<file path="src/rtl/usb_rx_data_buffer.sv">
`default_nettype none
// ============================================================================
// Module   : usb_rx_data_buffer
// Brief    : Circular byte store behind usb_rx. Bytes of a packet become
//            visible to the reader on DONE and are rolled back on ERROR.
//            Optional feature macro: USB_RX_BUF_ROLLBACK_EN (commit/rollback
//            behaviour). When undefined, every stored byte becomes visible
//            one edge after its store and ERROR is ignored.
// Revision : 1.0 - initial release
// ============================================================================
module usb_rx_data_buffer #(
    parameter int DEPTH = 64,
    parameter int PTR_W = $clog2(DEPTH)
) (
    input  logic             clk,
    input  logic             rst,
    input  logic [2:0]       rx_packet,
    input  logic [7:0]       rx_packet_data,
    input  logic             store_rx_packet_data,
    input  logic             get_rx_data,
    input  logic             flush,
    output logic [7:0]       rx_data,
    output logic [PTR_W:0]   buffer_occupancy,
    output logic             rx_buf_empty,
    output logic             rx_buf_full,
    output logic             rx_overflow
);

    localparam logic [2:0]     c_pkt_done = 3'b101;
`ifdef USB_RX_BUF_ROLLBACK_EN
    localparam logic [2:0]     c_pkt_error = 3'b100;
`endif
    localparam logic [PTR_W:0] c_depth    = (PTR_W + 1)'(DEPTH);
    localparam logic [PTR_W:0] c_ptr_one  = (PTR_W + 1)'(1);

    typedef enum logic [1:0] {
        ST_IDLE   = 2'd0,
        ST_ACTIVE = 2'd1,
        ST_DROP   = 2'd2
    } state_t;

    state_t           state_q, state_d;
    logic [PTR_W:0]   wr_ptr_q, wr_ptr_d;
    logic [PTR_W:0]   cm_ptr_q, cm_ptr_d;
    logic [PTR_W:0]   rd_ptr_q, rd_ptr_d;
    logic             overflow_q, overflow_d;
    logic [2:0]       rx_prev_q;
    logic [7:0]       mem [DEPTH];

    logic             w_mem_we;
    logic             w_done_evt;
    logic [PTR_W:0]   w_used;
`ifdef USB_RX_BUF_ROLLBACK_EN
    logic             w_err_evt;
`endif

    // Status derived from registered pointers only, so it never glitches.
    assign w_used           = wr_ptr_q - rd_ptr_q;
    assign buffer_occupancy = cm_ptr_q - rd_ptr_q;
    assign rx_buf_empty     = (buffer_occupancy == '0);
    assign rx_buf_full      = (w_used == c_depth);
    assign rx_overflow      = overflow_q;
    assign rx_data          = mem[rd_ptr_q[PTR_W-1:0]];

    assign w_done_evt = (rx_packet == c_pkt_done) && (rx_prev_q != c_pkt_done);
`ifdef USB_RX_BUF_ROLLBACK_EN
    assign w_err_evt  = (rx_packet == c_pkt_error) && (rx_prev_q != c_pkt_error);
`endif

    // Next-state: pointer updates, packet commit/rollback and flush override.
    always_comb begin
        state_d    = state_q;
        wr_ptr_d   = wr_ptr_q;
        cm_ptr_d   = cm_ptr_q;
        rd_ptr_d   = rd_ptr_q;
        overflow_d = overflow_q;
        w_mem_we   = 1'b0;

        if (get_rx_data && !rx_buf_empty) begin
            rd_ptr_d = rd_ptr_q + c_ptr_one;
        end

`ifdef USB_RX_BUF_ROLLBACK_EN
        case (state_q)
            ST_IDLE, ST_ACTIVE: begin
                if (store_rx_packet_data) begin
                    if (!rx_buf_full) begin
                        w_mem_we = 1'b1;
                        wr_ptr_d = wr_ptr_q + c_ptr_one;
                        state_d  = ST_ACTIVE;
                    end else begin
                        overflow_d = 1'b1;
                        state_d    = ST_DROP;
                    end
                end
                if (w_err_evt) begin
                    wr_ptr_d = cm_ptr_q;
                    state_d  = ST_IDLE;
                end else if (w_done_evt) begin
                    // A packet that lost a byte this very cycle is truncated.
                    if (state_d == ST_DROP) begin
                        wr_ptr_d = cm_ptr_q;
                    end else begin
                        cm_ptr_d = wr_ptr_d;
                    end
                    state_d = ST_IDLE;
                end
            end
            ST_DROP: begin
                if (w_done_evt || w_err_evt) begin
                    wr_ptr_d = cm_ptr_q;
                    state_d  = ST_IDLE;
                end
            end
            default: begin
                state_d = ST_IDLE;
            end
        endcase
`else
        if (store_rx_packet_data) begin
            if (!rx_buf_full) begin
                w_mem_we = 1'b1;
                wr_ptr_d = wr_ptr_q + c_ptr_one;
                state_d  = ST_ACTIVE;
            end else begin
                overflow_d = 1'b1;
            end
        end
        if (w_done_evt) begin
            state_d = ST_IDLE;
        end
        // Commit boundary trails the write pointer by one edge.
        cm_ptr_d = wr_ptr_q;
`endif

        if (flush) begin
            state_d    = ST_IDLE;
            wr_ptr_d   = '0;
            cm_ptr_d   = '0;
            rd_ptr_d   = '0;
            overflow_d = 1'b0;
            w_mem_we   = 1'b0;
        end
    end

    // State and pointer registers.
    always_ff @(posedge clk) begin
        if (rst) begin
            state_q    <= ST_IDLE;
            wr_ptr_q   <= '0;
            cm_ptr_q   <= '0;
            rd_ptr_q   <= '0;
            overflow_q <= 1'b0;
            rx_prev_q  <= 3'b000;
        end else begin
            state_q    <= state_d;
            wr_ptr_q   <= wr_ptr_d;
            cm_ptr_q   <= cm_ptr_d;
            rd_ptr_q   <= rd_ptr_d;
            overflow_q <= overflow_d;
            rx_prev_q  <= rx_packet;
        end
    end

    // Byte storage; contents beyond the pointers are don't-care, so no reset.
    always_ff @(posedge clk) begin
        if (w_mem_we) begin
            mem[wr_ptr_q[PTR_W-1:0]] <= rx_packet_data;
        end
    end

endmodule
`default_nettype wire

</file>
<file path="config.mk">
export PLATFORM = sky130hd
export DESIGN_NAME = usb_rx_data_buffer
export DESIGN_NICKNAME = d
export VERILOG_FILES = /design/src/rtl/usb_rx_data_buffer.sv
export SDC_FILE = /design/constraint.sdc
export NUM_CORES = 1
export LEC_CHECK = 0
export BUFFER_PORTS_ARGS = -buffer_cell sky130_fd_sc_hd__buf_4
export CORE_UTILIZATION = 40
export DETAILED_ROUTE_END_ITERATION = 6
export GPL_ROUTABILITY_DRIVEN = 0
export PLACE_DENSITY = 0.62
export SLEW_MARGIN = 20
export SYNTH_ARGS = -nofsm -noshare
export SYNTH_HDL_FRONTEND = slang
export SYNTH_SLANG_ARGS = --single-unit
</file>
<file path="constraint.sdc">
create_clock -name clk -period 8.65 [get_ports clk]
set_clock_uncertainty 0.2 [all_clocks]
set_input_delay 0.4325 -clock clk [delete_from_list [all_inputs] [get_ports clk]]
set_output_delay 0.4325 -clock clk [all_outputs]
set_load 0.01 [all_outputs]
</file>
==> results of run 1 <==
-- synth_stat cells (2+ instances only) --
cell type,count
nand2_1,12
xor2_1,3
ha_1,14
nor2_1,101
mux4_2,160
and2_1,7
edfxtp_1,512
a21oi_1,10
o21ai_0,8
or3b_2,2
buf_2,10
nand2b_1,4
nor3_1,3
or3_1,4
nand3b_1,5
buf_1,8
buf_4,6
nand4b_1,3
nand4_1,3
mux2_2,4
dfxtp_1,28
xnor2_1,8
clkbuf_1,25
o31ai_1,3
or2_2,2
a211oi_1,2
inv_1,15
nand3_1,11
o22ai_1,16
-- area by class of cell --
| type | instances | area, um2 | share of cell area |
|---|---|---|---|
| sequential | 540 | 15900 | 0.669 |
| multi-input combinational | 401 | 5000 | 0.210 |
| clock buffer | 77 | 1540 | 0.0647 |
| tap | 688 | 861 | 0.0361 |
| timing repair buffer | 35 | 278 | 0.0117 |
| clock inverter | 23 | 134 | 0.00562 |
| inverter | 15 | 56.3 | 0.00236 |
-- placed cells by master, fill, tap and decap left out, types with 5 or more instances in the layout --
cell       instances
a21oi_1           10
and2_1             7
buf_4             33
clkbuf_1          16
clkbuf_16         57
clkinv_1          12
clkinv_2           7
dfxtp_1           25
edfxtp_1         512
ha_1              14
inv_1             15
mux4_2           160
nand2_1           12
nand3_1           11
nand3b_1           5
nor2_1           101
o21ai_0            8
o22ai_1           16
xnor2_1            8
-- state kept, by name (all words and copies together) (netlist names), named ones only --
register,flops
rd_ptr_q,7
mem,512
cm_ptr_q,7
wr_ptr_q,7
rx_overflow,1
-- worst max-delay path, stage by stage (launching register included) --
cell and delay (ns):
dfxtp_4 0.99, buf_4 0.89, mux4_2 0.44, mux4_2 0.54, o22ai_1 0.50, nor2_1 0.11
buf_4 0.17
-- power by group --
part	total [mW]	internal [mW]	switching (mW)	leakage, nW
Sequential	2.88	2.87	0.0149	4.83
Combinational	0.403	0.193	0.209	1.49
Clock	2.21	1.26	0.949	0.815
Total	5.50	4.32	1.17	7.14
-- through the flow --
step	hold slack, ns	total power, mW	util
final	0.0631	5.50	0.454
after global routing	0.0961	5.67	0.454
after CTS	0.0426	5.54	0.454
after detailed placement	0.290	3.34	0.422
after global placement	0.259	3.34	0.422
after floorplan	0.293	3.20	-
-- per-layer routing --
layer  vias to the layer above  GRT usage  part of all wire
met4                         0     0.0508             0.024
li1                       4258          -                 -
met3                        68     0.0539             0.089
met5                         -          0                 0
met1                      5237      0.246              0.43
met2                       391      0.251              0.46
-- kinds of logic (layout without fill, tap and decap cells) --
kind of cell,after synthesis,count (layout),synth area share
AO/OA/AOI/OAI,50,50,0.0155
XOR/XNOR,11,11,0.00454
adder cells (fa/ha/maj),15,15,0.00920
buffers and inverters,64,150,0.0130
flip-flops,540,540,0.751
multiplexers,164,164,0.172
AND/OR/NAND/NOR,161,161,0.0347
-- how the worst max path moves through the flow --
stage / startpoint / endpoint / slack, ns
3_5_place_dp: flop / rx_data[1] / 4.24
5_1_grt: flop / rx_data[1] / 3.53
4_1_cts: flop / rx_data[1] / 3.60
6_report: flop / rx_data[3] / 3.61
3_3_place_gp: flop / rx_data[1] / 4.23
2_1_floorplan: rd_ptr_q[3] / mem[59][0] / 5.70
-- what timing repair did --
item                                    in CTS  in global routing
hold buffers                                 1                  0
endpoints found under the setup margin       0                  0
hold endpoints to repair                     2                  0
==> impl_results.md, run 1 <==
* Total track usage at 0.171
* Die Width at 232 um
* DR vias/cell at 5.60
* Crit. End Element: output pin
* Worst Hold Endpoint: wr_ptr_q[1]
* Synth Instances at 1005
* WS Path Type: flop to output pin
* Detailed Route Iter0 Violations at 895
* Final max-slew violation count at 0
* Total gr overflow at 0
* Placed cell count at 1678
* Skew-Pair Late Insertion Delay at 0.59 ns
* Synth unique cells at between 40 and 50
* Num ports at 34
* Share of layout cells above drive strength 1 at 0.257
* First-pass GRT wire length at 66.4 mm
* Final setup fails at 0
* Drt total wl at around 45 mm
* Share of the yosys chip area belonging to registers at 0.751
* Cell types occupying the most area after synthesis: edfxtp_1, mux4_2, dfxtp_1
* Async S/R FF share, synth at 0
* Final Hold Fails at 0
* Clock sink count at 540
* Drt pass-1 iters at 5
* Setup Fix Bufs, Post-CTS at 0
* Final WS setup at 3.61 ns
* Cts bufs inserted at 55
* Max_cap viols at 0
* Via count at 9954
* Number of global-route vias before repair at 9995
* WL per Instance at 25.4 um
* Syn avg cell area at 21.1 um2
* Cell Area, Synth at 0.0212 mm2
* Clock transition at the registers of the reported paths at 0.06 ns
* H-tree levels at 2
* Initial Util at 0.405
* Clock Tree Buf Depth at 3
* Seq cells post-synth at 540
* Area grow syn2layout at 12.3%
* Die height at 232 um
* Worst slew pin tran at 1.07 ns
* Number of routed nets with antenna violations at 0
* Worst reg2reg startpoint: wr_ptr_q[3]
* Reg-to-reg endpoint: mem[54][3]
* Ant diodes at 0
* Mapped Nets at 1036
* TritonCTS clock tree: built
* Area leader, netlist: edfxtp_1
* Nets@finish at 1079
* HP Class: input pin to flop
* Post-route clock period utilization at 0.583
* Worst R2R Path Depth at 8
* Fmax at 0.198 GHz
* Core area at 0.0524 mm2
* Initial antenna violation count at 0
* Root buffer cell: clkbuf_16
* Die area at 0.0540 mm2
* Largest net degree at the start of global routing at 114
* Worst relative slew slack at 0.287
* Ys flop type: edfxtp_1
* Hold Path Depth at 4
* Hold Startpoint: rst
* Pleak at 7.14 nW
* Yosys Warn Count at 0
* Post-synth EDFFs at 512
* Setup TNS Final at 0 ns
* RSZ-0062 raised after global routing: false
* Finished Layout Cells at 1779
* Peak supply drop at 0.150 mV
* Dpl hpwl at between 20 and 30 mm
* P per Cell Area at 231 mW/mm2
* DR DRC count at 0
* Top cell type's share of synthesized area at 0.725
* FILL cells at roughly 4300
* Pre-CTS WS at around 4.2 ns
* Post-route design area at 0.0238 mm2
* PostCTS Resize Cnt at 0
* Worst reg2reg setup slack at ~4.2 ns
* CP Data Arrival Time at about 4.4 ns
* Worst path required time at around 8 ns
* Cell area after placement at between 0.02 and 0.025 mm2
* Floorplan row count at 84
* Status: finished, final reports clean
* Post-route minimum period at 5.04 ns
* IO buf count at 30
* CP Launch Type: flop
* CP max FO at 65
(Power assumes the default switching activity.)
==> run 2, diff against run 1 <==
--- a/config.mk
+++ b/config.mk
@@ -9,7 +9,7 @@
 export CORE_UTILIZATION = 40
 export DETAILED_ROUTE_END_ITERATION = 6
 export GPL_ROUTABILITY_DRIVEN = 0
-export PLACE_DENSITY = 0.62
+export PLACE_DENSITY = 0.64
 export SLEW_MARGIN = 20
 export SYNTH_ARGS = -nofsm -noshare
 export SYNTH_HDL_FRONTEND = slang
==> constraint.sdc (replaced) <==
create_clock -name clk -period 4.35 [get_ports clk]
set_clock_uncertainty 0.2 [all_clocks]
set_input_delay 0.2175 -clock clk [delete_from_list [all_inputs] [get_ports clk]]
set_output_delay 0.2175 -clock clk [all_outputs]
set_load 0.01 [all_outputs]
==> run 2 against run 1 <==
Effect of this change: the run now ends with hold timing left; clock-buffer cell count down 3; critical path depth unchanged; via count up 3.0%; first-iteration DRC count up 22%; cell count up 4.9%; global-route usage up 0.36 points.
==> impl_results.md, run 2 (synthesis results as in run 1) <==
* Crit. End Element: output pin
* H-tree levels at 2
* P per Cell Area at around 440 mW/mm2
* Failing checks: hold timing
* CP max FO at 26
* Most frequent cells in the layout: edfxtp_1, mux4_2, buf_4
* Floorplan row count at 84
* TritonCTS clock tree: built
* Status: complete, but fails checks
* Clock sink count at 540
* Final setup fails at 0
* Die height at 232 um
* Hold slack at -0.0149 ns
* DR DRC count at 0
* WL per Instance at ~25 um
* Share of layout cells above drive strength 1 at 0.310
* Peak supply drop at between 0.2 and 0.3 mV
* Initial antenna violation count at 0
* Number of routed nets with antenna violations at 0
* Dpl hpwl at between 20 and 30 mm
* CP Data Arrival Time at 3.57 ns
* Leading cell type in the layout, fill and taps excluded: edfxtp_1
* Drt total wl at 46.5 mm
* Reg-to-reg endpoint: mem[59][2]
* DR vias/cell at about 5.5
* Detailed Route Iter0 Violations at 1093
* WS Path Type: flop to output pin
* Worst relative slew slack at 0.308
* Die Width at 232 um
* Area grow syn2layout at 15.6%
* Worst reg2reg setup slack at 0.70 ns
* Cell area after placement at 0.0228 mm2
* Final max-slew violation count at 0
* Post-route design area at approximately 0.025 mm2
* Total gr overflow at 0
* Total track usage at 0.175
* Worst path required time at 3.93 ns
* Number of global-route vias before repair at 10400
* First-pass GRT wire length at 68.0 mm
* Ant diodes at 0
* Nets@finish at 1166
* Initial Util at 0.405
* Max FFs per register at 512
* Num ports at 34
* Pleak at 7.62 nW
* Clock Tree Buf Depth at 3
* Via count at 10200
* Worst reg2reg startpoint: rd_ptr_q[4]
* Final WS setup at 0.364 ns
* Pre-CTS WS at ~0.8 ns
* Core area at 0.0524 mm2
* Worst slew pin tran at 1.04 ns
* Skew-Pair Late Insertion Delay at ~0.60 ns
* Total power at 10.9 mW
* Cts bufs inserted at 53
* Worst R2R Path Depth at 11
* Post-route minimum period at 3.99 ns
* Clock transition at the registers of the reported paths at 0.06 ns
* Drt pass-1 iters at 5
* Critical path capture point: rx_data[1]
* IO buf count at 30
* Max_cap viols at 0
* Die area at 0.0540 mm2
* Final Hold Fails at 5
* CP Launch Type: flop
* Fmax at roughly 0.25 GHz
* Post-route clock period utilization at 0.916
* HP Class: input pin to flop
* Root buffer cell: clkbuf_16
* Largest net degree at the start of global routing at 72
* Setup TNS Final at 0 ns
* Setup Fix Bufs, Post-CTS at 0
* RSZ-0062 raised after global routing: false
-- run 2: how the worst min path moves through the flow --
stage,from,endpoint,cells after the start
finish,rx_packet_data[6],mem[9][6],1
global route,rx_packet_data[6],mem[9][6],1
CTS,rx_packet_data[6],mem[10][6],1
detailed placement,rx_overflow,rx_overflow,2
global placement,rx_overflow,rx_overflow,2
floorplan,rx_packet_data[0],mem[0][0],0
-- run 2: metal layers --
| metal | GRT usage | part of all wire |
|---|---|---|
| met4 | 0.0421 | 0.020 |
| met1 | 0.254 | 0.44 |
| met2 | 0.271 | 0.47 |
| met3 | 0.0354 | 0.065 |
| met5 | 0 | 0 |
-- run 2: area by class of cell --
| type | count | area (um2) |
|---|---|---|
| clock inverters | 24 | 143 |
| inverters | 15 | 56.3 |
| clock buffers | 74 | 1490 |
| fillers | 4307 | 27900 |
| repair buffers | 124 | 1020 |
| well taps | 688 | 861 |
| multi-input cells | 401 | 5000 |
| flip-flops and latches | 540 | 15900 |
-- run 2: worst max-delay path: stages (launching register included) --
cell     delay, ns
dfxtp_4       0.71
buf_12        0.31
mux4_2        0.60
mux4_2        0.51
o22ai_1       0.47
nor2_1        0.14
buf_4         0.18
-- run 2: report_power, final --
part	internal, mW	switching [mW]
logic	0.418	0.431
registers	5.70	0.0349
clock network	2.44	1.89
-- run 2: what timing repair did --
action	CTS	global route
hold buffers	7	0
hold endpoints to repair	32	0
gates resized for setup	0	0
-- run 2: through the flow --
step | instances | utilization
6_report | 1866 | 0.468
5_1_grt | 1866 | 0.468
4_1_cts | 1866 | 0.468
3_5_place_dp | 1761 | 0.435
3_3_place_gp | 1761 | 0.435
2_1_floorplan | 1005 | -
==> run 3, diff against run 2 <==
--- a/config.mk
+++ b/config.mk
@@ -5,11 +5,12 @@
 export SDC_FILE = /design/constraint.sdc
 export NUM_CORES = 1
 export LEC_CHECK = 0
+export ABC_AREA = 1
 export BUFFER_PORTS_ARGS = -buffer_cell sky130_fd_sc_hd__buf_4
 export CORE_UTILIZATION = 40
 export DETAILED_ROUTE_END_ITERATION = 6
 export GPL_ROUTABILITY_DRIVEN = 0
-export PLACE_DENSITY = 0.64
+export PLACE_DENSITY = 0.62
 export SLEW_MARGIN = 20
 export SYNTH_ARGS = -nofsm -noshare
 export SYNTH_HDL_FRONTEND = slang
==> constraint.sdc (replaced) <==
create_clock -name clk -period 5.1 [get_ports clk]
set_clock_uncertainty 0.2 [all_clocks]
set_input_delay 0.255 -clock clk [delete_from_list [all_inputs] [get_ports clk]]
set_output_delay 0.255 -clock clk [all_outputs]
set_load 0.01 [all_outputs]
==> run 3 against run 2 <==
Effect of this change: the run now ends clean; worst hold slack gained 0.079 ns; combinational power grew 1%; via count grew 47%; global-route usage grew 2.6 points; critical path depth grew 5; die area grew 7.0%; worst setup slack gained 1.0 ns; cell count grew 53%; power shrank 10%; sequential share of layout area shrank 2.5 points; sequential power shrank 15%; critical path type unchanged; largest cell class unchanged; highest routed layer unchanged.
==> impl_results.md, run 3 <==
* DR DRC count at 0
* Core area at 0.0556 mm2
* P per Cell Area at between 300 and 400 mW/mm2
* Combinational share of power at 0.087
* Finished Layout Cells at 2864
* Cell Chain, Critical Path: inv_6, buf_4, nand2_1, nand3_1, nand3_1, nand2_1, nand2_1, nand3_1, nand3_1, nand2_1, buf_4
* WS Path Type: flop to output pin
* H-tree levels at 2
* Hold Startpoint: rx_packet_data[5]
* Worst R2R Path Depth at 12
* WL per Instance at 19.9 um
* Status: finished, final reports clean
* Final max-slew violation count at 0
* Clock power frac at 0.415
* Die height at approximately 240 um
* Num ports at 34
* Synth Instances at between 2000 and 2500
* Cell types occupying the most area after synthesis: edfxtp_1, nand2_1, nand3_1
* TritonCTS clock tree: built
* Placed cell count at 2761
* Total track usage at 0.201
* PostCTS Resize Cnt at 0
* Peak supply drop at 0.257 mV
* Largest net degree at the start of global routing at approximately 140
* Nets@finish at about 2100
* Critical path's slowest cell: buf_4
* Worst path required time at between 4 and 5 ns
* Pleak at about 9.2 nW
* P_int at ~7.5 mW
* Worst reg2reg startpoint: rd_ptr_q[1]
* Mapped Nets at 2094
* IO buf count at 30
* RSZ-0062 raised after global routing: false
* Setup TNS Final at 0 ns
* Die area at around 0.058 mm2
* HP Class: input pin to flop
* Yosys Warn Count at 0
* Reg-to-reg endpoint: mem[23][2]
* Post-route design area at 0.0255 mm2
* Number of routed nets with antenna violations at 0
* Post-route minimum period at between 3 and 4 ns
* Pre-CTS WS at 1.56 ns
* Initial Util at 0.408
* Detailed Route Iter0 Violations at 1442
* Switch Pwr at 2.31 mW
* Number of global-route vias before repair at 14700
* Clock sink count at 540
* Worst relative slew slack at 0.268
* Share of layout cells above drive strength 1 at 0.0846
* Hold Path Depth at 1
* Seq cells post-synth at 540
* Cts bufs inserted at 53
* First-pass GRT wire length at 86.2 mm
* Max_cap viols at 0
* Final WS setup at between 1 and 1.5 ns
* Area leader, netlist: edfxtp_1
* Drt total wl at 57.0 mm
* Via count at 15000
* Part of the power in registers at 0.498
* Synth unique cells at 32
* Worst Hold Endpoint: mem[4][5]
* Die Width at 240 um
* Final Core Density at 0.459
* Ant diodes at 0
* Switching share of power at 0.235
* Post-synth EDFFs at 512
* Top-count cell post-synth: nand2_1
* Drt pass-1 iters at 5
* Dpl hpwl at 32.2 mm
* Worst reg2reg setup slack at 1.44 ns
* CP Launch Type: flop
* Total power at 9.82 mW
* CTS Hold Bufs at 4
* Post-route clock period utilization at 0.723
* Root buffer cell: clkbuf_16
* Initial antenna violation count at 0
* Top cells by count, synth: nand2_1, edfxtp_1, nand3_1
* Skew-Pair Late Insertion Delay at 0.59 ns
* DR vias/cell at 5.25
* Share of the yosys chip area belonging to registers at 0.702
* Cell Area, Synth at 0.0227 mm2
* CP max FO at between 60 and 70
* Total gr overflow at 0
* Final setup fails at 0
* Top cell type's share of synthesized area at 0.677
* Ys flop type: edfxtp_1
* Fmax at between 0.2 and 0.3 GHz
* Max FFs per register at 512
* Crit. End Element: output pin
* Worst slew pin tran at approximately 1.1 ns
* Clock Tree Buf Depth at 3
* Most frequent cells in the layout: nand2_1, edfxtp_1, nand3_1
* Cell area after placement at 0.0236 mm2
* Async S/R FF share, synth at 0
* Clock transition at the registers of the reported paths at 0.06 ns
* Syn avg cell area at 11.0 um2
* CP max stage delay at 0.52 ns
* Floorplan row count at 86
* Final Hold Fails at 0
* Leading cell type in the layout, fill and taps excluded: nand2_1
* CP Data Arrival Time at ~3.2 ns
* Hold slack at approximately 0.064 ns
* Setup Fix Bufs, Post-CTS at 0
* Area grow syn2layout at 12.3%
-- run 3: final cells by class --
type                    instances  area [um2]
multi-input cells            1343        5980
flip-flops and latches        540       15900
repair buffers                 71         583
inverters                      64         248
clock buffers                  62        1420
clock inverters                36         398
fillers                      5119       30100
well taps                     748         936
-- run 3: metal layers --
layer / routed length [um] / up-vias / part of all wire / global-route usage
met1: 24300 / 7226 / 0.43 / 0.273
li1: - / 7158 / - / -
met2: 26400 / 544 / 0.46 / 0.321
met3: 4320 / 110 / 0.076 / 0.0350
met5: 0 / - / 0 / 0
met4: 1960 / 0 / 0.034 / 0.0786
-- run 3: worst max-delay path by stage --
stage,slack (ns),startpoint,cells after the start,end
final,1.41,flop,11,rx_data[6]
after detailed placement,1.56,wr_ptr_q[4],11,mem[47][0]
after floorplan,2.49,rd_ptr_q[5],9,mem[39][0]
after CTS,1.46,flop,11,rx_data[7]
after global routing,1.15,wr_ptr_q[3],9,mem[23][2]
after global placement,1.57,wr_ptr_q[4],11,mem[47][3]
-- run 3: cell families after synthesis --
family | count (synthesis) | share of synthesized area
fa+ha+maj | 15 | 0.00860
xor+xnor | 1 | 0.000386
flops | 540 | 0.702
buf+inv | 180 | 0.0351
simple gates | 1302 | 0.248
compound gates | 25 | 0.00568
-- run 3: worst max-delay path, delay by kind of cell, from the launching register on --
kind / cells / cell delay, ns
buffers and inverters: 3 / 1.10
and+or+nand+nor: 8 / 1.04
DFF: 1 / 0.47
-- run 3: power groups by stage --
stage / sequential, mW / combinational, mW / clock (mW)
3_3_place_gp: 4.98 / 0.839 / 0
3_5_place_dp: 4.98 / 0.852 / 0
5_1_grt: 4.88 / 0.945 / 4.28
2_1_floorplan: 4.96 / 0.563 / 0
4_1_cts: 4.88 / 0.859 / 4.13
6_report: 4.88 / 0.858 / 4.07
